==> src/rtl/smart_lift_pkg.sv <==
// smart_lift_pkg
// Shared types and constants for the DE2 lift controller: FSM state type,
// travel direction constants and the 7-segment digit table (bit0 = a,
// bit6 = g, active-high).
package smart_lift_pkg;

    typedef enum logic [1:0] {
        IDLE      = 2'd0,
        MOVE_UP   = 2'd1,
        MOVE_DOWN = 2'd2,
        DOOR_OPEN = 2'd3
    } state_t;

    localparam logic UP   = 1'b1;
    localparam logic DOWN = 1'b0;

    localparam logic [6:0] SEG7 [10] = '{
        7'b0111111,  // 0
        7'b0000110,  // 1
        7'b1011011,  // 2
        7'b1001111,  // 3
        7'b1100110,  // 4
        7'b1101101,  // 5
        7'b1111101,  // 6
        7'b0000111,  // 7
        7'b1111111,  // 8
        7'b1101111   // 9
    };

endpackage

==> src/rtl/smart_lift_ctrl_if.sv <==
// smart_lift_ctrl_if
// Board-facing signal bundle of the lift controller.
//   SW     : floor-call switches, bit i = call to floor i (asynchronous)
//   floor  : current car floor (registered)
//   LED_G  : car stationary
//   LED_R  : car moving
//   HX0    : current-floor digit
//   HX1    : pending-call-count digit
// master = board/stimulus side, slave = controller side.
interface smart_lift_ctrl_if #(
    parameter int FLOORS = 9
);
    localparam int FW = $clog2(FLOORS);

    logic [FLOORS-1:0] SW;
    logic [FW-1:0]     floor;
    logic              LED_G;
    logic              LED_R;
    logic [6:0]        HX0;
    logic [6:0]        HX1;

    modport master (
        output SW,
        input  floor, LED_G, LED_R, HX0, HX1
    );

    modport slave (
        input  SW,
        output floor, LED_G, LED_R, HX0, HX1
    );
endinterface

==> src/rtl/seg7_decoder.sv <==
// seg7_decoder
// 4-bit value to active-high 7-segment pattern (bit0 = a ... bit6 = g).
//   value : binary digit to show
//   seg   : segment drive; values above 9 blank the digit
module seg7_decoder
    import smart_lift_pkg::*;
(
    input  logic [3:0] value,
    output logic [6:0] seg
);

    always_comb begin
        seg = '0;
        for (int unsigned i = 0; i < 10; i++) begin
            if (value == 4'(i)) begin
                seg = SEG7[i];
            end
        end
    end

endmodule

==> src/rtl/smart_lift_ctrl.sv <==
// smart_lift_ctrl
// Elevator-car controller with a SCAN (collective) scheduler. Floor calls
// from the switches are synchronised, edge-detected and latched as pending
// requests; the car serves calls in its current direction before reversing.
// Floor travel and door dwell are timed with cycle counters.
//   clock : system clock
//   reset : asynchronous active-low reset
//   bus   : smart_lift_ctrl_if.slave (SW in; floor, LED_G, LED_R, HX0, HX1 out)
module smart_lift_ctrl
    import smart_lift_pkg::*;
#(
    parameter int FLOORS      = 9,
    parameter int FLOOR_TICKS = 50_000_000,
    parameter int DOOR_TICKS  = 100_000_000
) (
    input  logic                    clock,
    input  logic                    reset,
    smart_lift_ctrl_if.slave        bus
);

    localparam int FW = $clog2(FLOORS);
    localparam int TW = (FLOOR_TICKS > 1) ? $clog2(FLOOR_TICKS) : 1;
    localparam int DW = (DOOR_TICKS > 1) ? $clog2(DOOR_TICKS) : 1;

    logic [FLOORS-1:0] sw_s1, sw_s2, sw_s2_d, rise_q;
    logic [FLOORS-1:0] pending, pending_n, req;
    logic [FLOORS-1:0] cur_oh, above_cur, below_cur;
    logic [FLOORS-1:0] nf_oh, above_nf, below_nf;
    state_t            state, state_n;
    logic              dir, dir_n;
    logic [FW-1:0]     floor_q, floor_n, nf;
    logic [TW-1:0]     tick_cnt, tick_n;
    logic [DW-1:0]     door_cnt, door_n;
    logic [3:0]        call_cnt;

    always_ff @(posedge clock or negedge reset) begin
        if (!reset) begin
            sw_s1    <= '0;
            sw_s2    <= '0;
            sw_s2_d  <= '0;
            rise_q   <= '0;
            pending  <= '0;
            state    <= IDLE;
            dir      <= UP;
            floor_q  <= '0;
            tick_cnt <= '0;
            door_cnt <= '0;
        end else begin
            sw_s1    <= bus.SW;
            sw_s2    <= sw_s1;
            sw_s2_d  <= sw_s2;
            rise_q   <= sw_s2 & ~sw_s2_d;
            pending  <= pending_n;
            state    <= state_n;
            dir      <= dir_n;
            floor_q  <= floor_n;
            tick_cnt <= tick_n;
            door_cnt <= door_n;
        end
    end

    // Floor masks relative to the current floor and to the floor the car
    // reaches at the end of the running travel tick.
    always_comb begin
        nf = (state == MOVE_UP) ? floor_q + 1'b1 : floor_q - 1'b1;
        cur_oh    = '0;
        above_cur = '0;
        below_cur = '0;
        nf_oh     = '0;
        above_nf  = '0;
        below_nf  = '0;
        for (int unsigned i = 0; i < FLOORS; i++) begin
            cur_oh[i]    = (FW'(i) == floor_q);
            above_cur[i] = (FW'(i) >  floor_q);
            below_cur[i] = (FW'(i) <  floor_q);
            nf_oh[i]     = (FW'(i) == nf);
            above_nf[i]  = (FW'(i) >  nf);
            below_nf[i]  = (FW'(i) <  nf);
        end
    end

    always_comb begin
        state_n   = state;
        dir_n     = dir;
        floor_n   = floor_q;
        tick_n    = tick_cnt;
        door_n    = door_cnt;
        req       = pending | rise_q;
        pending_n = req;

        case (state)
            IDLE: begin
                pending_n = req & ~cur_oh;
                tick_n    = '0;
                door_n    = '0;
                if (|(rise_q & cur_oh)) begin
                    state_n = DOOR_OPEN;
                end else if (dir == UP && |(pending & above_cur)) begin
                    state_n = MOVE_UP;
                end else if (dir == DOWN && |(pending & below_cur)) begin
                    state_n = MOVE_DOWN;
                end else if (dir == UP && |(pending & below_cur)) begin
                    dir_n   = DOWN;
                    state_n = MOVE_DOWN;
                end else if (dir == DOWN && |(pending & above_cur)) begin
                    dir_n   = UP;
                    state_n = MOVE_UP;
                end
            end

            MOVE_UP, MOVE_DOWN: begin
                if (tick_cnt == TW'(FLOOR_TICKS - 1)) begin
                    tick_n  = '0;
                    floor_n = nf;
                    // A call edge for the arrival floor in this same cycle is
                    // served by this stop, so it is cleared rather than latched.
                    pending_n = req & ~nf_oh;
                    if (|(req & nf_oh)) begin
                        state_n = DOOR_OPEN;
                        door_n  = '0;
                    end else if (state == MOVE_UP) begin
                        if (|(pending_n & above_nf)) begin
                            state_n = MOVE_UP;
                        end else if (|(pending_n & below_nf)) begin
                            dir_n   = DOWN;
                            state_n = MOVE_DOWN;
                        end else begin
                            state_n = IDLE;
                        end
                    end else begin
                        if (|(pending_n & below_nf)) begin
                            state_n = MOVE_DOWN;
                        end else if (|(pending_n & above_nf)) begin
                            dir_n   = UP;
                            state_n = MOVE_UP;
                        end else begin
                            state_n = IDLE;
                        end
                    end
                end else begin
                    tick_n = tick_cnt + 1'b1;
                end
            end

            DOOR_OPEN: begin
                pending_n = req & ~cur_oh;
                if (|(rise_q & cur_oh)) begin
                    door_n = '0;
                end else if (door_cnt == DW'(DOOR_TICKS - 1)) begin
                    door_n  = '0;
                    state_n = IDLE;
                end else begin
                    door_n = door_cnt + 1'b1;
                end
            end

            default: state_n = IDLE;
        endcase
    end

    always_comb begin
        call_cnt = '0;
        for (int unsigned i = 0; i < FLOORS; i++) begin
            call_cnt = call_cnt + 4'(pending[i]);
        end
    end

    assign bus.floor = floor_q;
    assign bus.LED_R = (state == MOVE_UP) || (state == MOVE_DOWN);
    assign bus.LED_G = (state == IDLE) || (state == DOOR_OPEN);

    seg7_decoder u_hx0 (
        .value (4'(floor_q)),
        .seg   (bus.HX0)
    );

    seg7_decoder u_hx1 (
        .value (call_cnt),
        .seg   (bus.HX1)
    );

endmodule

==> src/flat_wrapper.sv <==
// flat-port wrapper written by rule: the top's interface ports become plain ports
module smart_lift_ctrl_flat import smart_lift_pkg::*;
#(
    parameter int FLOORS      = 9,
    parameter int FLOOR_TICKS = 50_000_000,
    parameter int DOOR_TICKS  = 100_000_000
)
  (clock, reset, bus_SW, bus_floor, bus_LED_G, bus_LED_R, bus_HX0, bus_HX1);
  smart_lift_ctrl_if #(.FLOORS(FLOORS)) bus_i ();
  input  logic clock;
  input  logic reset;
  input wire logic [$bits(bus_i.SW)-1:0] bus_SW;
  output wire logic [$bits(bus_i.floor)-1:0] bus_floor;
  output wire logic [$bits(bus_i.LED_G)-1:0] bus_LED_G;
  output wire logic [$bits(bus_i.LED_R)-1:0] bus_LED_R;
  output wire logic [$bits(bus_i.HX0)-1:0] bus_HX0;
  output wire logic [$bits(bus_i.HX1)-1:0] bus_HX1;
  assign bus_i.SW = bus_SW;
  assign bus_floor = bus_i.floor;
  assign bus_LED_G = bus_i.LED_G;
  assign bus_LED_R = bus_i.LED_R;
  assign bus_HX0 = bus_i.HX0;
  assign bus_HX1 = bus_i.HX1;
  smart_lift_ctrl #(.FLOORS(FLOORS), .FLOOR_TICKS(FLOOR_TICKS), .DOOR_TICKS(DOOR_TICKS)) u_core (.clock(clock), .reset(reset), .bus(bus_i));
endmodule
==> config.mk <==
export PLATFORM = sky130hd
export DESIGN_NAME = smart_lift_ctrl_flat
export DESIGN_NICKNAME = d
export VERILOG_FILES = /design/src/rtl/smart_lift_pkg.sv /design/src/rtl/smart_lift_ctrl_if.sv /design/src/rtl/seg7_decoder.sv /design/src/rtl/smart_lift_ctrl.sv /design/src/flat_wrapper.sv
export SDC_FILE = /design/constraint.sdc
export NUM_CORES = 1
export LEC_CHECK = 0
export CORE_MARGIN = 1
export CORE_UTILIZATION = 55
export DETAILED_ROUTE_END_ITERATION = 16
export HOLD_SLACK_MARGIN = 0.1
export PLACE_DENSITY_LB_ADDON = 0.2
export SYNTH_ARGS = -nofsm -noshare
export SYNTH_HDL_FRONTEND = slang
export SYNTH_HIERARCHICAL = 1
export SYNTH_SLANG_ARGS = --single-unit
==> constraint.sdc <==
create_clock -name clock -period 6.8 [get_ports clock]
set_clock_uncertainty 0.2 [all_clocks]
set_input_delay 1.36 -clock clock [delete_from_list [all_inputs] [get_ports clock]]
set_output_delay 1.36 -clock clock [all_outputs]
set_load 0.01 [all_outputs]
==> impl_metrics.csv <==
group,metric,value,unit
logic_synthesis,synth_edf_count,0,
cells_and_area,fin_nets,711,
worst_setup_path,critPathLaunchType,"flop",
grt,antenna_violations_before_repair,0,
logic_synthesis,synth.area.top_cells,"dfrtp_1 (40%), nor2_1 (3.8%), ha_1 (2.5%), a21oi_1 (2.2%), nand2_1 (2.2%)",
flow_run,max_cap_viol_count,0,
logic_synthesis,synth_area_per_cell,9.63,um^2
clock_tree,clock_tree.root_cell,"clkbuf_16",
status,status,"finished, final reports clean",
floorplan,initial_core_util,56.5,%
cells_and_area,filler_cell_count,971,
worst_setup_path,critical_path.max_stage_delay,790,ps
cells_and_area,syn_to_final_growth,9.24,%
clock_tree,tritoncts,"done",
drt,drc,0,
logic_synthesis,synth_top_cell_by_area,"dfrtp_1",
place,dp.cells,814,
worst_setup_path,worst_path_most_repeated_cell,"fa_1",
power_and_ir_drop,switching_power,0.770,mW
drt,detailedRoute.firstIterationViolations,363,
place,io_buffers,30,
worst_setup_path,cp-end-kind,"output pin",
sta,final.period_utilization,94.3,%
sta,tightest_pin_transition,1160,ps
clock_tree,tritoncts.num_buffers,9,
cells_and_area,antenna_cells,0,
grt,globalRoute.totalOverflow,0,
drt,ant_nets,0,
drt,drt-wirelength-per-cell,17.3,um
drt,viasPerCell,6.30,
clock_tree,resized_gates_after_cts,0,
place,place_area,6760,um^2
power_and_ir_drop,seq_power_share,35.3,%
logic_synthesis,asyncSetResetFlopFracSynth,100,%
power_and_ir_drop,power.share.switching,39.3,%
floorplan,core,11500,um^2
clock_tree,cts.htree.levels,3,
power_and_ir_drop,power.clock.fraction,27.2,%
worst_setup_path,path_cells,"fa_1 -> inv_1 -> fa_1 -> fa_1 -> inv_1 -> fa_1 -> inv_1 -> fa_1 -> xnor2_1 -> nor3b_1 -> nor3_1 -> clkdlybuf4s50_1",
logic_synthesis,nets_in_the_synthesized_netlist,702,
sta,final.setup.tns,0,ps
logic_synthesis,yosys_most_used_dff,"dfrtp_1",
clock_tree,path_clk_slew,80,ps
sta,finalSetupViolCount,0,
clock_tree,cts_hold_repair.buffers,0,
logic_synthesis,ys_ff_latch,105,
place,dpl.hpwl,9870,um
drt,wirelength,14400,um
sta,timing_max_transition_violations_final,0,
floorplan,die-width,111,um
logic_synthesis,synth_top_area_share,40.1,%
logic_synthesis,seq_area_frac_synth,40.5,%
grt,grt_pass1_wl,24200,um
clock_tree,cts_post_setup_buffers_inserted,0,
worst_setup_path,worst-endpoint-arrival,4850,ps
cells_and_area,postLayoutCellArea,7080,um^2
sta,max_slew_margin,22.0,%
clock_tree,numClockSinks,105,
worst_setup_path,critPathRequiredTime,5240,ps
logic_synthesis,synthesis.yosys.warnings,6,
logic_synthesis,synth.cell_area,6480,um^2
logic_synthesis,netlist_top_cells_count,"dfrtp_1 (104), nor2_1 (65), nand2_1 (38), inv_1 (31), a21oi_1 (29)",
cells_and_area,finish.cell_count_without_fillers,830,
power_and_ir_drop,pwr-share-comb,37.5,%
power_and_ir_drop,internal_power,1.19,mW
floorplan,boundaryPins,31,
place,gp_congestion,0.873,
grt,via_count_of_the_first_global_routing_pass,4918,
clock_tree,cts-root-to-sink-buffers,2,
cells_and_area,post_route_cells_drive_above_1_share,11.1,%
sta,unrepaired_setup_endpoints_after_global_routing,"false",
floorplan,die_height,111,um
min_path,hp-class,"flop to flop",
power_and_ir_drop,power,1.96,mW
logic_synthesis,synthesis.instances,673,
power_and_ir_drop,power.density_cell_area,276,nW/um^2
logic_synthesis,synth.distinct_cells,96,
clock_tree,worst_skew_pair.late_latency,350,ps
sta,timing_hold_violations_final,0,
floorplan,placement_rows,39,
logic_synthesis,synth_most_common_cell,"dfrtp_1",
power_and_ir_drop,irDropWorstVdd,0.205,mV
grt,grt_max_degree,56,
worst_setup_path,critPathKind,"flop to output pin",
grt,grt_use_total,24.3,%
sta,timing.fmax,156,MHz
power_and_ir_drop,leakagePower,2.90,nW
drt,detailedRoute.firstPassIterationCount,5,
sta,final.min_clock_period,6410,ps
drt,overall_via_count_from_detail_route,5226,
floorplan,die_area,12200,um^2
worst_setup_path,slowest_stage_cell_on_the_critical_path,"xnor2_1",
worst_setup_path,worstPathMaxFanout,14,
-- layer usage --
| metal | track usage [%] | routed length (um) | up-vias |
|---|---|---|---|
| met5 | 0 | 0 | - |
| met4 | 7.73 | 209 | 0 |
| met3 | 4.12 | 713 | 19 |
| met2 | 39.8 | 6980 | 170 |
| met1 | 32.9 | 6490 | 2556 |
| li1 | - | - | 2481 |
-- per-stage QoR --
stage	hold slack, ps	utilization (%)	setup slack (ps)
floorplan	131	-	1800
global placement	132	59.0	1030
detailed placement	138	59.0	745
CTS	156	61.8	360
global route	158	61.8	100
finish	151	61.8	389
-- power groups by stage --
stage / registers, mW / clock network, mW / logic (mW)
after detailed placement: 0.703 / 0 / 0.725
final: 0.691 / 0.533 / 0.733
after global routing: 0.698 / 0.571 / 0.804
after CTS: 0.691 / 0.548 / 0.729
after global placement: 0.700 / 0 / 0.707
after floorplan: 0.695 / 0 / 0.546
-- logic make-up (layout without fill, tap and decap cells) --
group,after synthesis,after routing,synth area share [%]
simple gates,260,260,22.5
compound gates,184,184,21.6
flops,105,105,40.5
buf+inv,72,86,5.69
xor+xnor,28,28,4.48
fa+ha+maj,18,18,4.05
mux,6,6,1.10
-- critical path, delay by kind of cell, from the launching register on --
family                     cells  cell delay [ps]
buffers and inverters          4              670
and+or+nand+nor                2              540
adders and majority gates      5             2040
DFF                            1              450
xor gates and xnor gates       1              790
-- sequential cells by signal, indices dropped and copies added, names as in the netlist --
| register | cells |
|---|---|
| u_core/bus.floor | 4 |
| u_core/state | 2 |
| u_core/sw_s1 | 9 |
| u_core/tick_cnt | 26 |
| u_core/pending | 9 |
| u_core/sw_s2_d | 9 |
| u_core/sw_s2 | 9 |
| u_core/rise_q | 9 |
| u_core/dir | 1 |
| u_core/door_cnt | 27 |
-- cell usage in the layout, fill, tap and decap left out, types with 23 or more instances in the layout --
master	instances
nor2_1	65
o21ai_0	24
inv_1	31
a21oi_1	29
nand2_1	38
nor3_1	23
nand3_1	23
clkdlybuf4s50_1	29
dfrtp_1	104
-- final cells by class --
| type | count | area (um^2) | area share (%) |
|---|---|---|---|
| inverter | 34 | 128 | 1.80 |
| clock buffer | 9 | 225 | 3.18 |
| multi-input combinational | 496 | 3490 | 49.2 |
| clock inverter | 7 | 93.8 | 1.32 |
| timing repair buffer | 36 | 343 | 4.84 |
| sequential | 105 | 2630 | 37.1 |
| tap | 143 | 179 | 2.53 |
-- worst paths after layout --
| path | startpoint | endpoint | slack (ps) | depth (start not counted) |
|---|---|---|---|---|
| setup / recovery | u_core/pending[0]$_DFF_PN0_ | bus_HX1[0] | 390 | 12 |
| hold / removal | u_core/sw_s1[1]$_DFF_PN0_ | u_core/sw_s2[1]$_DFF_PN0_ | 150 | 0 |
| setup reg to reg | u_core/bus.floor[1]$_DFFE_PN0P_ | u_core/door_cnt[10]$_DFFE_PN0P_ | 2340 | 9 |
| hold reg to reg | u_core/sw_s1[1]$_DFF_PN0_ | u_core/sw_s2[1]$_DFF_PN0_ | 150 | 0 |
| max in group asynchronous | reset | u_core/tick_cnt[21]$_DFFE_PN0P_ | 4450 | 2 |
| min in group asynchronous | reset | u_core/bus.floor[2]$_DFFE_PN0P_ | 830 | 1 |
Note: power is estimated with default switching activity, not from simulation.
